--- src/rtl/netdma_desc_pkg.sv ---
// Shared constants and types for the netdma descriptor writer.
// CSR map, CTRL/STATUS bit positions and the staging state encoding.
package netdma_desc_pkg;

   localparam logic [1:0] CSR_ADDR   = 2'd0;
   localparam logic [1:0] CSR_LEN    = 2'd1;
   localparam logic [1:0] CSR_CTRL   = 2'd2;
   localparam logic [1:0] CSR_STATUS = 2'd3;

   localparam int CTRL_COMMIT  = 0;
   localparam int CTRL_GO      = 1;
   localparam int CTRL_CLR_ERR = 2;
   localparam int CTRL_IRQ_ACK = 3;

   localparam int ST_FULL    = 16;
   localparam int ST_EMPTY   = 17;
   localparam int ST_GO      = 18;
   localparam int ST_ERR_SEQ = 19;
   localparam int ST_ERR_LEN = 20;
   localparam int ST_ERR_OVF = 21;
   localparam int ST_ERR_UDF = 22;
   localparam int ST_IRQ     = 23;

   typedef enum logic [1:0] {STG_EMPTY, STG_ADDR, STG_LEN, STG_FULL} stg_state_t;

endpackage

--- src/rtl/netdma_desc_fifo.sv ---
// Show-ahead synchronous FIFO: rdata_o always presents the head entry.
// Head reads as zero while empty so the output is clean out of reset.
module netdma_desc_fifo #(
   parameter int DEPTH  = 8,
   parameter int DESC_W = 48
) (
   input  logic                   clk_i,
   input  logic                   rst_i,
   input  logic                   wrreq_i,
   input  logic [DESC_W-1:0]      wdata_i,
   input  logic                   rdreq_i,
   output logic [DESC_W-1:0]      rdata_o,
   output logic                   empty_o,
   output logic                   full_o,
   output logic [$clog2(DEPTH):0] usedw_o
);
   localparam int PTR_W = $clog2(DEPTH);
   localparam int CNT_W = PTR_W + 1;

   logic [DESC_W-1:0] mem_q [DEPTH];
   logic [PTR_W-1:0]  wr_ptr_q, wr_ptr_d, rd_ptr_q, rd_ptr_d;
   logic [CNT_W-1:0]  cnt_q, cnt_d;
   logic              push, pop;

   assign full_o  = (cnt_q == CNT_W'(DEPTH));
   assign empty_o = (cnt_q == '0);
   assign usedw_o = cnt_q;
   assign rdata_o = empty_o ? '0 : mem_q[rd_ptr_q];
   assign push    = wrreq_i && !full_o;
   assign pop     = rdreq_i && !empty_o;

   always_comb begin
      wr_ptr_d = wr_ptr_q + PTR_W'(push);
      rd_ptr_d = rd_ptr_q + PTR_W'(pop);
      cnt_d    = cnt_q;
      case ({push, pop})
         2'b10:   cnt_d = cnt_q + 1'b1;
         2'b01:   cnt_d = cnt_q - 1'b1;
         default: cnt_d = cnt_q;
      endcase
   end

   always_ff @(posedge clk_i) begin
      if (rst_i) begin
         wr_ptr_q <= '0;
         rd_ptr_q <= '0;
         cnt_q    <= '0;
      end else begin
         wr_ptr_q <= wr_ptr_d;
         rd_ptr_q <= rd_ptr_d;
         cnt_q    <= cnt_d;
      end
   end

   // Storage is not reset; the count gates visibility of stale entries.
   always_ff @(posedge clk_i) begin
      if (push) mem_q[wr_ptr_q] <= wdata_i;
   end

endmodule

--- src/rtl/netdma_desc_writer.sv ---
// Host-side descriptor producer: CSR staging, commit into FIFO, sticky errors.
// Optional drain interrupt enabled by defining NETDMA_DESC_IRQ_EN.
module netdma_desc_writer
   import netdma_desc_pkg::*;
#(
   parameter int ADDR_W = 32,
   parameter int LEN_W  = 16,
   parameter int DEPTH  = 8
) (
   input  logic                      clk_i,
   input  logic                      rst_i,
   input  logic [1:0]                csr_address_i,
   input  logic                      csr_write_i,
   input  logic [31:0]               csr_writedata_i,
   input  logic                      csr_read_i,
   output logic [31:0]               csr_readdata_o,
   input  logic                      desc_rdreq_i,
   output logic [ADDR_W+LEN_W-1:0]   desc_data_o,
   output logic                      desc_empty_o,
   output logic                      go_o
`ifdef NETDMA_DESC_IRQ_EN
   ,
   output logic                      irq_o
`endif
);
   localparam int DESC_W = ADDR_W + LEN_W;
   localparam int CNT_W  = $clog2(DEPTH) + 1;

   typedef struct packed {
      logic [ADDR_W-1:0] addr;
      logic [LEN_W-1:0]  len;
   } desc_t;

   stg_state_t        stg_q, stg_d;
   logic [ADDR_W-1:0] addr_q, addr_d;
   logic [LEN_W-1:0]  len_q, len_d;
   logic              go_q, go_d;
   logic [3:0]        err_q, err_d, err_set;   // {udf, ovf, len, seq}
   logic [31:0]       rdata_q, rdata_d, status;
   logic              fifo_full, fifo_empty;
   logic [CNT_W-1:0]  usedw;
   logic              wr_addr, wr_len, wr_ctrl, commit, push;
   desc_t             wdesc;

   assign wr_addr = csr_write_i && (csr_address_i == CSR_ADDR);
   assign wr_len  = csr_write_i && (csr_address_i == CSR_LEN);
   assign wr_ctrl = csr_write_i && (csr_address_i == CSR_CTRL);
   assign commit  = wr_ctrl && csr_writedata_i[CTRL_COMMIT];
   assign push    = commit && (stg_q == STG_FULL) && (len_q != '0) && !fifo_full;
   assign wdesc   = '{addr: addr_q, len: len_q};

   // One error cause per rejected commit: sequence, then length, then overflow.
   assign err_set[0] = commit && (stg_q != STG_FULL);
   assign err_set[1] = commit && (stg_q == STG_FULL) && (len_q == '0);
   assign err_set[2] = commit && (stg_q == STG_FULL) && (len_q != '0) && fifo_full;
   assign err_set[3] = desc_rdreq_i && fifo_empty;

   netdma_desc_fifo #(.DEPTH(DEPTH), .DESC_W(DESC_W)) u_fifo (
      .clk_i   (clk_i),
      .rst_i   (rst_i),
      .wrreq_i (push),
      .wdata_i (wdesc),
      .rdreq_i (desc_rdreq_i),
      .rdata_o (desc_data_o),
      .empty_o (fifo_empty),
      .full_o  (fifo_full),
      .usedw_o (usedw)
   );

`ifdef NETDMA_DESC_IRQ_EN
   logic irq_q, irq_d;
   always_comb begin
      irq_d = irq_q;
      if (wr_ctrl && csr_writedata_i[CTRL_IRQ_ACK]) irq_d = 1'b0;
      // Drain edge: last entry leaves with no refill in the same cycle.
      if (desc_rdreq_i && (usedw == CNT_W'(1)) && !push && go_q) irq_d = 1'b1;
   end
   always_ff @(posedge clk_i) begin
      if (rst_i) irq_q <= 1'b0;
      else       irq_q <= irq_d;
   end
   assign irq_o = irq_q;
`endif

   always_comb begin
      status                = '0;
      status[CNT_W-1:0]     = usedw;
      status[ST_FULL]       = fifo_full;
      status[ST_EMPTY]      = fifo_empty;
      status[ST_GO]         = go_q;
      status[ST_ERR_SEQ]    = err_q[0];
      status[ST_ERR_LEN]    = err_q[1];
      status[ST_ERR_OVF]    = err_q[2];
      status[ST_ERR_UDF]    = err_q[3];
`ifdef NETDMA_DESC_IRQ_EN
      status[ST_IRQ]        = irq_q;
`endif
   end

   always_comb begin
      stg_d   = stg_q;
      addr_d  = addr_q;
      len_d   = len_q;
      go_d    = go_q;
      err_d   = err_q;
      rdata_d = '0;
      if (push) stg_d = STG_EMPTY;
      if (wr_addr) begin
         addr_d = csr_writedata_i[ADDR_W-1:0];
         if (stg_q == STG_EMPTY)    stg_d = STG_ADDR;
         else if (stg_q == STG_LEN) stg_d = STG_FULL;
      end
      if (wr_len) begin
         len_d = csr_writedata_i[LEN_W-1:0];
         if (stg_q == STG_EMPTY)     stg_d = STG_LEN;
         else if (stg_q == STG_ADDR) stg_d = STG_FULL;
      end
      if (wr_ctrl) begin
         go_d = csr_writedata_i[CTRL_GO];
         if (csr_writedata_i[CTRL_CLR_ERR]) err_d = '0;
      end
      err_d = err_d | err_set;
      if (csr_read_i) begin
         case (csr_address_i)
            CSR_ADDR: rdata_d = 32'(addr_q);
            CSR_LEN:  rdata_d = 32'(len_q);
            CSR_CTRL: rdata_d = {30'd0, go_q, 1'b0};
            default:  rdata_d = status;
         endcase
      end
   end

   always_ff @(posedge clk_i) begin
      if (rst_i) begin
         stg_q   <= STG_EMPTY;
         addr_q  <= '0;
         len_q   <= '0;
         go_q    <= 1'b0;
         err_q   <= '0;
         rdata_q <= '0;
      end else begin
         stg_q   <= stg_d;
         addr_q  <= addr_d;
         len_q   <= len_d;
         go_q    <= go_d;
         err_q   <= err_d;
         rdata_q <= rdata_d;
      end
   end

   assign csr_readdata_o = rdata_q;
   assign desc_empty_o   = fifo_empty;
   assign go_o           = go_q;

endmodule

--- config.mk ---
export PLATFORM = sky130hd
export DESIGN_NAME = netdma_desc_writer
export DESIGN_NICKNAME = d
export VERILOG_FILES = /design/src/rtl/netdma_desc_pkg.sv /design/src/rtl/netdma_desc_fifo.sv /design/src/rtl/netdma_desc_writer.sv
export SDC_FILE = /design/constraint.sdc
export NUM_CORES = 1
export LEC_CHECK = 0
export CORE_MARGIN = 1.5
export CORE_UTILIZATION = 46
export CTS_CLUSTER_DIAMETER = 80
export DETAILED_ROUTE_END_ITERATION = 16
export PLACE_DENSITY = 0.73
export RECOVER_POWER = 50
export SLEW_MARGIN = 20
export SYNTH_ARGS = -nofsm -noshare
export SYNTH_HDL_FRONTEND = slang
export SYNTH_SLANG_ARGS = --single-unit
--- constraint.sdc ---
create_clock -name clk_i -period 15.3 [get_ports clk_i]
set_clock_uncertainty 0.1 [all_clocks]
set_input_delay 3.825 -clock clk_i [delete_from_list [all_inputs] [get_ports clk_i]]
set_output_delay 3.825 -clock clk_i [all_outputs]
set_load 0.05 [all_outputs]
==> metrics.md, run 1 <==
| Metric | Value |
|---|---|
| WL per Instance | `approximately 23 um` |
| Tcrit/Tclk final | `0.520` |
| CTS tree | `built` |
| DP HPWL | `roughly 23000 um` |
| Net Sw Frac | `0.195` |
| Crit path from | `csr_address_i[0]` |
| Finished Core Util | `0.552` |
| Width of the die | `between 200 and 250 um` |
| Final setup violation count | `0` |
| Synth Flop Type | `edfxtp_1` |
| Finished Layout Cells | `approximately 1700` |
| Hold violation count in the final report | `0` |
| CTS Buffer Depth | `3` |
| Synth-to-Final Area Change | `17.7%` |
| Filler cells | `3053` |
| Routed vias/inst | `between 5 and 6` |
| TNS Setup | `0 ps` |
| CP Max Fanout | `27` |
| Most common cell in the netlist | `edfxtp_1` |
| Max_slew headroom | `-0.164` |
| Adder-cell area share of the yosys netlist | `0.00480` |
| Diodes inserted | `0` |
| Clk pwr share | `0.435` |
| Fraction of layout cells with a size suffix above 1 | `0.164` |
| Cells along the critical path | `dlygate4sd3_1 > clkbuf_1 > nor2_1 > and2_0 > clkbuf_1 > nand2_1 > a21oi_1` |
| Ports | `121` |
| Cell depth of the worst hold path | `2` |
| Root Buffer | `clkbuf_16` |
| Switching power | `just over 0.5 mW` |
| Number of CTS-inserted buffers | `47` |
| Number of core rows | `72` |
| Cell repeated most along the worst path | `clkbuf_1` |
| Combinational share of power | `0.017` |
| Die area | `about 40000 um^2` |
| R2R Path End | `u_fifo.mem_q[4][1]$_DFFE_PP_` |
| Core area | `a little under 40000 um^2` |
| Routed WL | `around 39000 um` |
| Crit path max-delay cell type | `clkbuf_1` |
| R2R cell count | `5` |
| Initial antenna violation count | `0` |
| MaxCap Viol Count | `2` |
| Synth top area share | `0.632` |
| Worst Hold Class | `flop to flop` |
| Seq pwr share | `0.548` |
| Number of global-route vias before repair | `between 9000 and 10000` |
| Largest family of logic cells by synthesized area | `multiplexers` |
| Syn Inst Count | `roughly 1000` |
| Setup crit end kind | `flop` |
| Synth Area in Compound Gates | `0.0210` |
| Die extent in y | `around 200 um` |
| YS warnings | `0` |
| FF/Latch Area | `13500 um^2` |
| Max rail drop VDD | `about 0.00009 V` |
| Synth area leader | `edfxtp_1` |
| Status | `finished, violations left` |
| # resized after CTS | `0` |
| Placed cells | `~1600` |
| Top cells by area, synth | `edfxtp_1 63%, mux4_2 11%, dfxtp_1 11%` |
| Yosys reg bits | `between 400 and 500` |
| Avg Inst Size Synth | `between 15 and 20 um^2` |
| Power density cells | `about 120 nW/um^2` |
| Number of synthesized flops with an enable pin | `384` |
| Post-DP Area | `around 20000 um^2` |
| Multiplexer share of the synthesized area | `0.157` |
| Final routed DRC violation total | `0` |
| Critical path depth | `7` |
| IO Port Bufs | `120` |
| Syn Std Cell Area | `roughly 18000 um^2` |
| Post CTS Setup Buffer Count | `0` |
| Critical Path Max Stage Delay | `around 1300 ps` |
| Total number of vias | `approximately 9600` |
| Max Slew Vio Count | `slightly above 50` |
| Synth cell count leaders | `384 x edfxtp_1, 103 x nand2_1, 97 x dfxtp_1, 91 x mux4_2, 88 x nor2_1` |
| Crit path max-delay family | `buffers and inverters` |
| Syn nets | `around 1100` |
| Tmin final | `just under 8000 ps` |
| Worst EP required | `about 16000 ps` |
| Failing checks | `capacitance limit, slew limit` |
| Clk slew on worst S/H paths | `approximately 60 ps` |
| Worst r2r src | `len_q[14]$_SDFFE_PP0P_` |
| Register area share after synthesis | `0.738` |
| CP Buf/Inv Count | `3` |
| Startpoint Class | `input pin` |
| RSZ-0062 raised after global routing | `false` |
| First-pass GRT wire length | `between 60000 and 70000 um` |
| Worst reg2reg setup slack | `about 12000 ps` |
| Actual slew at the worst max-slew pin | `roughly 1700 ps` |
| Largest net degree at the start of global routing | `71` |
| Cts hold-fix bufs | `0` |
| Yosys cell types | `41` |
| CTS sink count | `slightly below 500` |
| Kind of critical path | `input pin to flop` |
| FFs w/ async S/R, synth | `0` |
| Highest clock rate | `about 0.13 GHz` |
| Final ANT Viol Nets | `0` |
| Drt initial violations | `just over 800` |
| Finished Cell Area | `around 21000 um^2` |
| Final nets | `approximately 1200` |
| XOR/XNOR share of the synthesized area | `0.00240` |
| Starting Density | `0.469` |
| RePlAce Congestion | `slightly above 0.8` |
| Multi-input combinational cell area | `4470 um^2` |
| Post-synthesis simple-gate area fraction | `0.0573` |
| Clk_lat worst skew | `about 550 ps` |
| Tot GR Track Use | `0.196` |
| Total gr overflow | `0` |
| Crit path to | `addr_q[0]$_SDFFE_PP0P_` |
| H-tree depth | `2` |
| Leak | `between 6 and 7 nW` |
| WP data arrival | `a little over 8000 ps` |
| Internal power | `around 2.1 mW` |
| Detailed Routing Iterations Pass 1 | `6` |
sequential cells by signal (all words and copies together), names as in the netlist, named ones only:
signal           cells
addr_q              32
csr_readdata_o      32
err_q                4
go_o                 1
len_q               16
stg_q                1
u_fifo.mem_q       384
u_fifo.rd_ptr_q      3
u_fifo.usedw_o       4
u_fifo.wr_ptr_q      3
how the worst min path moves through the flow:
stage                             start             endpoint  slack [ps]
finish              err_q[1]$_SDFF_PP0_  err_q[1]$_SDFF_PP0_         390
global route        err_q[1]$_SDFF_PP0_  err_q[1]$_SDFF_PP0_         410
CTS                 err_q[1]$_SDFF_PP0_  err_q[1]$_SDFF_PP0_         380
detailed placement  err_q[1]$_SDFF_PP0_  err_q[1]$_SDFF_PP0_         370
global placement    err_q[1]$_SDFF_PP0_  err_q[1]$_SDFF_PP0_         350
floorplan           err_q[1]$_SDFF_PP0_  err_q[1]$_SDFF_PP0_         340
layer usage:
layer | routed length (um) | share of wire | GRT usage
met1 | 16400 | 0.42 | 0.270
met2 | 19300 | 0.49 | 0.326
met3 | 2940 | 0.075 | 0.0343
met4 | 724 | 0.018 | 0.0479
met5 | 0 | 0 | 0
power by group through the flow:
| stage | Sequential (mW) | Combinational [mW] | Clock [mW] |
|---|---|---|---|
| 4_1_cts | 1.42 | 0.0433 | 1.14 |
| 5_1_grt | 1.42 | 0.0459 | 1.20 |
| 2_1_floorplan | 1.45 | 0.0199 | 0 |
| 6_report | 1.42 | 0.0433 | 1.13 |
| 3_5_place_dp | 1.45 | 0.0430 | 0 |
| 3_3_place_gp | 1.45 | 0.0423 | 0 |
cell usage in the layout (no fill, tap or decap), types with 7 or more instances in the layout:
| cell | count |
|---|---|
| clkinv_2 | 7 |
| buf_4 | 20 |
| mux4_2 | 91 |
| a22oi_1 | 8 |
| a21oi_1 | 54 |
| clkbuf_8 | 7 |
| mux2i_1 | 65 |
| and3_1 | 9 |
| ha_1 | 7 |
| clkbuf_16 | 49 |
| dlygate4sd3_1 | 30 |
| edfxtp_1 | 384 |
| clkdlybuf4s50_1 | 89 |
| nor2_1 | 86 |
| dfxtp_1 | 94 |
| nand2_1 | 104 |
| clkbuf_1 | 20 |
| nor2b_1 | 7 |
through the flow:
step	setup slack, ps	total power [mW]	hold slack [ps]
global placement	8000	1.49	347
finish	7350	2.59	387
floorplan	5540	1.46	336
CTS	7450	2.61	385
detailed placement	8030	1.49	374
global route	7150	2.66	411
worst min-delay path, cell delays in order (launching register included):
cell	delay [ps]
dfxtp_1	320
nand2_1	60
a21oi_1	60
cell families after synthesis:
family / Yosys count
XOR/XNOR: 5
adder cells (fa/ha/maj): 7
multiplexers: 163
flip-flops: 481
buffers and inverters: 61
AND/OR/NAND/NOR: 239
AO/OA/AOI/OAI: 69
layout make-up:
type	instances	share of cell area
Tap cell	518	0.0302
Clock inverter	14	0.00658
Inverter	2	0.000349
Clock buffer	74	0.0647
Timing Repair Buffer	142	0.0630
Multi-Input combinational cell	483	0.208
Sequential cell	481	0.627
No activity file was read; power rests on OpenSTA's default activity.
==> run 2, diff against run 1 <==
PLACE_DENSITY = 0.75   (was 0.73)
clock period = 6.96 ns   (was 15.3 ns; I/O delays follow)
==> metrics.md, run 2 (same netlist as run 1, synthesis figures left out) <==
| Metric | Value |
|---|---|
| Most frequent cells in the layout | `384 x edfxtp_1, 104 x nand2_1, 94 x dfxtp_1, 91 x mux4_2, 86 x nor2_1` |
| Finished Cell Area | `roughly 22000 um^2` |
| DP HPWL | `23200 um` |
| Tot GR Track Use | `0.196` |
| Seq pwr share | `0.531` |
| Clk pwr share | `0.453` |
| Routed vias/inst | `5.62` |
| Final nets | `1203` |
| Max reg flops | `roughly 380` |
| Max_slew headroom | `-0.140` |
| Final Total Pwr | `between 5 and 6 mW` |
| First-pass GRT wire length | `around 60000 um` |
| Die extent in y | `around 200 um` |
| Finished Layout Cells | `roughly 1700` |
| Die area | `40900 um^2` |
| CTS tree | `built` |
| Failing checks | `capacitance limit, slew limit` |
| Detailed Routing Iterations Pass 1 | `5` |
| CP Max Fanout | `32` |
| Diodes inserted | `0` |
| Clk slew on worst S/H paths | `approximately 60 ps` |
| Initial antenna violation count | `0` |
| FF/Latch Area | `around 13000 um^2` |
| CTS Buffer Depth | `3` |
| Combinational share of power | `0.016` |
| Largest Register | `u_fifo.mem_q` |
| Commonest non-fill, non-tap cell in the layout | `edfxtp_1` |
| Number of core rows | `72` |
| Final setup violation count | `0` |
| IO Port Bufs | `120` |
| Total gr overflow | `0` |
| Kind of critical path | `input pin to flop` |
| Max Slew Vio Count | `23` |
| Actual slew at the worst max-slew pin | `between 1500 and 2000 ps` |
| Worst Hold Class | `flop to flop` |
| Final routed DRC violation total | `0` |
| RePlAce Congestion | `between 0.7 and 0.8` |
| CTS sink count | `481` |
| MaxCap Viol Count | `1` |
| Post-DP Area | `20000 um^2` |
| Highest clock rate | `roughly 0.17 GHz` |
| Hold violation count in the final report | `0` |
| Post CTS Setup Buffer Count | `0` |
| Worst EP required | `7260 ps` |
| Leak | `around 6.7 nW` |
| Total number of vias | `approximately 9600` |
| Switching power | `around 1.1 mW` |
| Synth-to-Final Area Change | `18.6%` |
| Width of the die | `202 um` |
| Startpoint Class | `input pin` |
| Number of CTS-inserted buffers | `48` |
| TNS Setup | `0 ps` |
| Filler cells | `between 2000 and 3000` |
| Power density cells | `between 200 and 300 nW/um^2` |
| Status | `finished, violations left` |
| Drt initial violations | `~800` |
| WP data arrival | `6050 ps` |
| Number of global-route vias before repair | `between 9000 and 10000` |
| WL per Instance | `~23 um` |
| Max rail drop VDD | `between 0.00015 and 0.0002 V` |
| Starting Density | `0.469` |
| Placed cells | `roughly 1600` |
| Clk_lat worst skew | `550 ps` |
| Tcrit/Tclk final | `0.826` |
| Ports | `between 100 and 150` |
| Routed WL | `between 30000 and 40000 um` |
| Final ANT Viol Nets | `0` |
| Root Buffer | `clkbuf_16` |
| Net Sw Frac | `0.193` |
| Internal power | `between 4 and 5 mW` |
| Largest net degree at the start of global routing | `between 60 and 70` |
| # resized after CTS | `0` |
| Fraction of layout cells with a size suffix above 1 | `0.167` |
| H-tree depth | `2` |
| Setup crit end kind | `flop` |
| Core area | `38900 um^2` |
| Cts hold-fix bufs | `0` |
| Tmin final | `approximately 5700 ps` |
| RSZ-0062 raised after global routing | `false` |
| Multi-input combinational cell area | `about 4500 um^2` |
==> run 2: worst max-delay path, stage by stage <==
cell and delay, ps:
dlygate4sd3_1 540, clkbuf_1 650, nor2_1 1380, nand2_1 1280, nand2_1 340, a21oi_1 100
==> run 2: layout make-up <==
class | instances | share of cell area
clock inverters | 21 | 0.0120
flip-flops and latches | 481 | 0.623
clock buffers | 67 | 0.0640
inverters | 2 | 0.000347
repair buffers | 141 | 0.0643
well taps | 518 | 0.0299
multi-input cells | 483 | 0.207
==> run 2: power by group through the flow <==
stage / combinational (mW) / sequential, mW / clock, mW
4_1_cts: 0.0950 / 3.12 / 2.70
3_5_place_dp: 0.0944 / 3.18 / 0
6_report: 0.0955 / 3.12 / 2.66
5_1_grt: 0.101 / 3.12 / 2.81
2_1_floorplan: 0.0437 / 3.18 / 0
3_3_place_gp: 0.0934 / 3.18 / 0
==> run 2: per-layer routing <==
metal | GRT usage | wire, um | vias up
met5 | 0 | 0 | -
met4 | 0.0606 | 915 | 0
met3 | 0.0379 | 3150 | 64
met2 | 0.319 | 19300 | 440
met1 | 0.271 | 16500 | 4885
li1 | - | - | 4235
==> run 2: metrics by stage <==
stage | hold WS [ps] | setup slack (ps) | utilization
final | 372 | 1210 | 0.556
after detailed placement | 359 | 2040 | 0.515
after global routing | 399 | 1070 | 0.556
after CTS | 369 | 1430 | 0.557
after global placement | 349 | 2040 | 0.514
after floorplan | 336 | 561 | -
==> run 2: final timing paths <==
path	startpoint	to	slack, ps	cells after the start
min reg2reg	err_q[1]$_SDFF_PP0_	err_q[1]$_SDFF_PP0_	370	2
max	csr_address_i[0]	addr_q[15]$_SDFFE_PP0P_	1210	6
min	err_q[1]$_SDFF_PP0_	err_q[1]$_SDFF_PP0_	370	2
max reg2reg	len_q[8]$_SDFFE_PP0P_	u_fifo.usedw_o[2]$_SDFFE_PP0P_	3650	10
==> RTL change 1 (settings of run 2) <==
`DEPTH` is set to 8 in 2 places; all go to 16.
--- a/src/rtl/netdma_desc_fifo.sv
+++ b/src/rtl/netdma_desc_fifo.sv
@@ -3,3 +3,3 @@
 module netdma_desc_fifo #(
-   parameter int DEPTH  = 8,
+   parameter int DEPTH  = 16,
    parameter int DESC_W = 48
--- a/src/rtl/netdma_desc_writer.sv
+++ b/src/rtl/netdma_desc_writer.sv
@@ -7,3 +7,3 @@
    parameter int LEN_W  = 16,
-   parameter int DEPTH  = 8
+   parameter int DEPTH  = 16
 ) (
Formal check against the unedited RTL: no difference found for any inputs over 4 cycles, from zero or initial values and one cycle with rst_i high; that may be too few to reach the edited logic, so the function may still have changed.
==> RTL change 1 against run 2 <==
- the flow still finishes with violations (capacitance limit, slew limit)
- routed wire length grew 91%
- highest routed layer is now met5
- fmax shrank 3.1%
- worst setup slack lost 0.19 ns
- final cell count grew 67%
- cell area grew 77%
- synthesized area grew 82%
- power grew 130%
- sequential cell count grew 387
==> RTL change 1: results (changes against run 2) <==
placement:
  hpwl_mm: 43.3  # was 23.2 mm
  dp.cells: 2698  # was 1625
synth:
  synthesis.nets: 1733  # was 1071
  syn_avg_cell_area_um2: 19.7  # was 17.8 um^2
  synth_xor_area_frac: 0.00211  # was 0.00240
  synth_area_leaders: "edfxtp_1, mux4_2, dfxtp_1"  # unchanged
  synth_edf_count: 768  # was 384
  synthTopCellsByCount: "edfxtp_1, mux4_2, nand2_1"  # was edfxtp_1, nand2_1, dfxtp_1
  synth_compound_area_frac: 0.0344  # was 0.0210
timing:
  drv_slew: 72  # was 23
  worst_pin_slew_ns: 3.69  # was 1.71 ns
hold_path:
  holdPathEnd: "err_q[3]$_SDFF_PP0_"  # was err_q[1]$_SDFF_PP0_
  hp-start: "err_q[3]$_SDFF_PP0_"  # was err_q[1]$_SDFF_PP0_
flow_run:
  drv_cap: 1  # unchanged
route:
  routed_wl_mm: 76.3  # was 39.8 mm
  top_layer_used: "met5"  # was met4
final_layout:
  register_area_mm2: 0.0251  # was 0.0135 mm^2
  nMultiInputCombCells: 707  # was 483
  nFillCells: 5266  # was 2990
  multi_input_area_mm2: 0.00768  # was 0.00448 mm^2
  nNonClkInverters: 4  # was 2
  non_clock_buffer_area_share: 0.0451  # was 0.0643
  instances_no_fill: 2857  # was 1713
  multi_input_area_share: 0.200  # was 0.207
  finalNetCount: 1881  # was 1203
clock_tree:
  numCtsBuffers: 84  # was 48
status:
  status: "finished with violations"  # unchanged
  violations: "capacitance limit, slew limit"  # unchanged
critical_path:
  r2r-end: "u_fifo.usedw_o[4]$_SDFFE_PP0P_"  # was u_fifo.usedw_o[2]$_SDFFE_PP0P_
global_routing:
  grt_pass1_wl_mm: 114  # was 60.1 mm
  gr-usage-met1: 0.282  # was 0.271
-- RTL change 1: cell count changes after synthesis, moves of 5 or more --
cell | run 2 | this run
buf_6 | 1 | 12
buf_2 | 29 | 36
mux4_1 | 6 | 0
buf_12 | 5 | 0
nor2_1 | 88 | 41
a211oi_1 | 0 | 94
nor2b_1 | 7 | 56
mux4_2 | 91 | 193
edfxtp_1 | 384 | 768
nor4_1 | 5 | 13
buf_4 | 0 | 10
clkbuf_1 | 24 | 45
-- RTL change 1: per-stage QoR --
stage,hold slack (ns),power (W),setup TNS (ns)
6_report,0.409,0.0136,0
3_5_place_dp,0.389,0.00926,0
4_1_cts,0.406,0.0137,0
2_1_floorplan,0.336,0.00831,-382.53
5_1_grt,0.436,0.0140,0
3_3_place_gp,0.390,0.00923,0
-- RTL change 1: where the power goes --
group	internal [W]	leakage, nW	switching [W]
logic	0.00136	2.73	0.00193
clock network	0.00254	1.32	0.00190
registers	0.00566	7.20	0.000167
total	0.00956	11.2	0.00399
==> RTL change 2 (flow settings as in run 2) <==
Without the edit above. Encoding of `stg_state_t`: now one-hot (4 bits for 4 states).
--- a/src/rtl/netdma_desc_pkg.sv
+++ b/src/rtl/netdma_desc_pkg.sv
@@ -23,3 +23,3 @@
 
-   typedef enum logic [1:0] {STG_EMPTY, STG_ADDR, STG_LEN, STG_FULL} stg_state_t;
+   typedef enum logic [3:0] {STG_EMPTY = 4'b0001, STG_ADDR = 4'b0010, STG_LEN = 4'b0100, STG_FULL = 4'b1000} stg_state_t;
 
Formal check against the unedited RTL: no difference found for any inputs over 4 cycles, from zero or initial values and one cycle with rst_i high; so few cycles prove little.
==> RTL change 2 against run 2 <==
- core utilization shrank 0.74 points
- sequential share of layout area about the same
- the flow still finishes with violations (capacitance limit, slew limit)
- power is 1.2% lower
- final cell count up 1.5%
- worst setup slack gained 0.17 ns
- synthesized cell count up 1.8%
- sequential cell count up 2
- synthesized area increased by 0.60%
- cell area is 0.27% higher
- routed wire length increased by 1.6%
- non-clock buffer count up 3
==> RTL change 2: results (changes against run 2) <==
status:
  status: "finished with violations"  # unchanged
  violations: "capacitance limit, slew limit"  # unchanged
global_routing:
  grt_antenna_before_repair: 1  # was 0
  first_global_vias: 10000  # was 9846
  grt_usage: 0.199  # was 0.196
  grt_pass1_wl_mm: 61.3  # was 60.1 mm
pwr:
  leakagePower_nw: 6.83  # was 6.67 nW
  powerComb_w: 0.000102  # was 0.0000955 W
  power_frac_clock: 0.442  # was 0.453
  ir_worst_vdd_mv: 0.186  # was 0.194 mV
placement:
  dp_slack_ns: 1.93  # was 2.04 ns
  hpwl_mm: 23.1  # was 23.2 mm
  dpl_cell_area_mm2: 0.0202  # was 0.0200 mm^2
synth:
  synthDistinctLibCells: 44  # was 41
  synth_area_leaders: "edfxtp_1, mux4_2, dfxtp_1"  # unchanged
  synthTopCellsByCount: "edfxtp_1, nand2_1, dfxtp_1"  # unchanged
critical_path:
  cpPeakStageDelay_ns: 1.25  # was 1.38 ns
  crit_arrival_ns: 5.76  # was 6.05 ns
  crit_path_max_fanout: 24  # was 32
route:
  drt_iter0_markers: 865  # was 778
final_layout:
  nFillCells: 3065  # was 2990
  finalNetCount: 1222  # was 1203
  drive_gt1_frac: 0.172  # was 0.167
flow_run:
  drv_cap: 1  # unchanged
timing:
  drv_slew: 24  # was 23
clock_tree:
  clk_latency_ns: 0.57  # was 0.55 ns
==> RTL change 2: cell count changes in the layout (fill, tap and decap cells not counted), sizes merged, moves of 3 or more <==
cell	run 2	this run
a21oi	54	58
buf	21	24
clkbuf	68	71
clkinv	13	10
inv	2	8
nand2	104	100
nor2	89	86
nor4	6	9
o31ai	0	3
==> RTL change 2: layout make-up <==
class	count	area, um^2	share of cell area
clock buffers	70	1370	0.0629
multi-input cells	490	4540	0.209
well taps	525	657	0.0303
repair buffers	144	1390	0.0638
inverters	8	31.3	0.00144
clock inverters	18	211	0.00974
flip-flops and latches	483	13500	0.623
==> RTL change 2: worst paths after layout <==
| path | startpoint | to | slack [ns] | cells past startpoint |
|---|---|---|---|---|
| worst min register to register | err_q[3]$_SDFF_PP0_ | err_q[3]$_SDFF_PP0_ | 0.41 | 2 |
| worst max-delay path | csr_address_i[0] | u_fifo.mem_q[4][32]$_DFFE_PP_ | 1.38 | 8 |
| worst min-delay path | err_q[3]$_SDFF_PP0_ | err_q[3]$_SDFF_PP0_ | 0.41 | 2 |
| worst max register to register | stg_q[3]$_SDFF_PP0_ | u_fifo.mem_q[4][32]$_DFFE_PP_ | 3.49 | 6 |
==> RTL change 2: cells by family (layout without fill, tap and decap cells) <==
kind of cell             Yosys count  after routing  synth area share
flip-flops                       483            483             0.736
adder cells (fa/ha/maj)            8              8           0.00586
buffers and inverters             70            240            0.0184
XOR/XNOR                           4              4           0.00191
AND/OR/NAND/NOR                  237            237            0.0593
multiplexers                     162            162             0.154
AO/OA/AOI/OAI                     79             79            0.0243
==> RTL change 2: per-layer routing <==
metal  track usage  share of wire  wire length [um]  vias up
li1              -              -                 -     4291
met1         0.277           0.41             16600     5081
met2         0.329           0.50             20100      446
met3        0.0319          0.074              3010       54
met4        0.0526          0.019               774        0
met5             0              0                 0        -
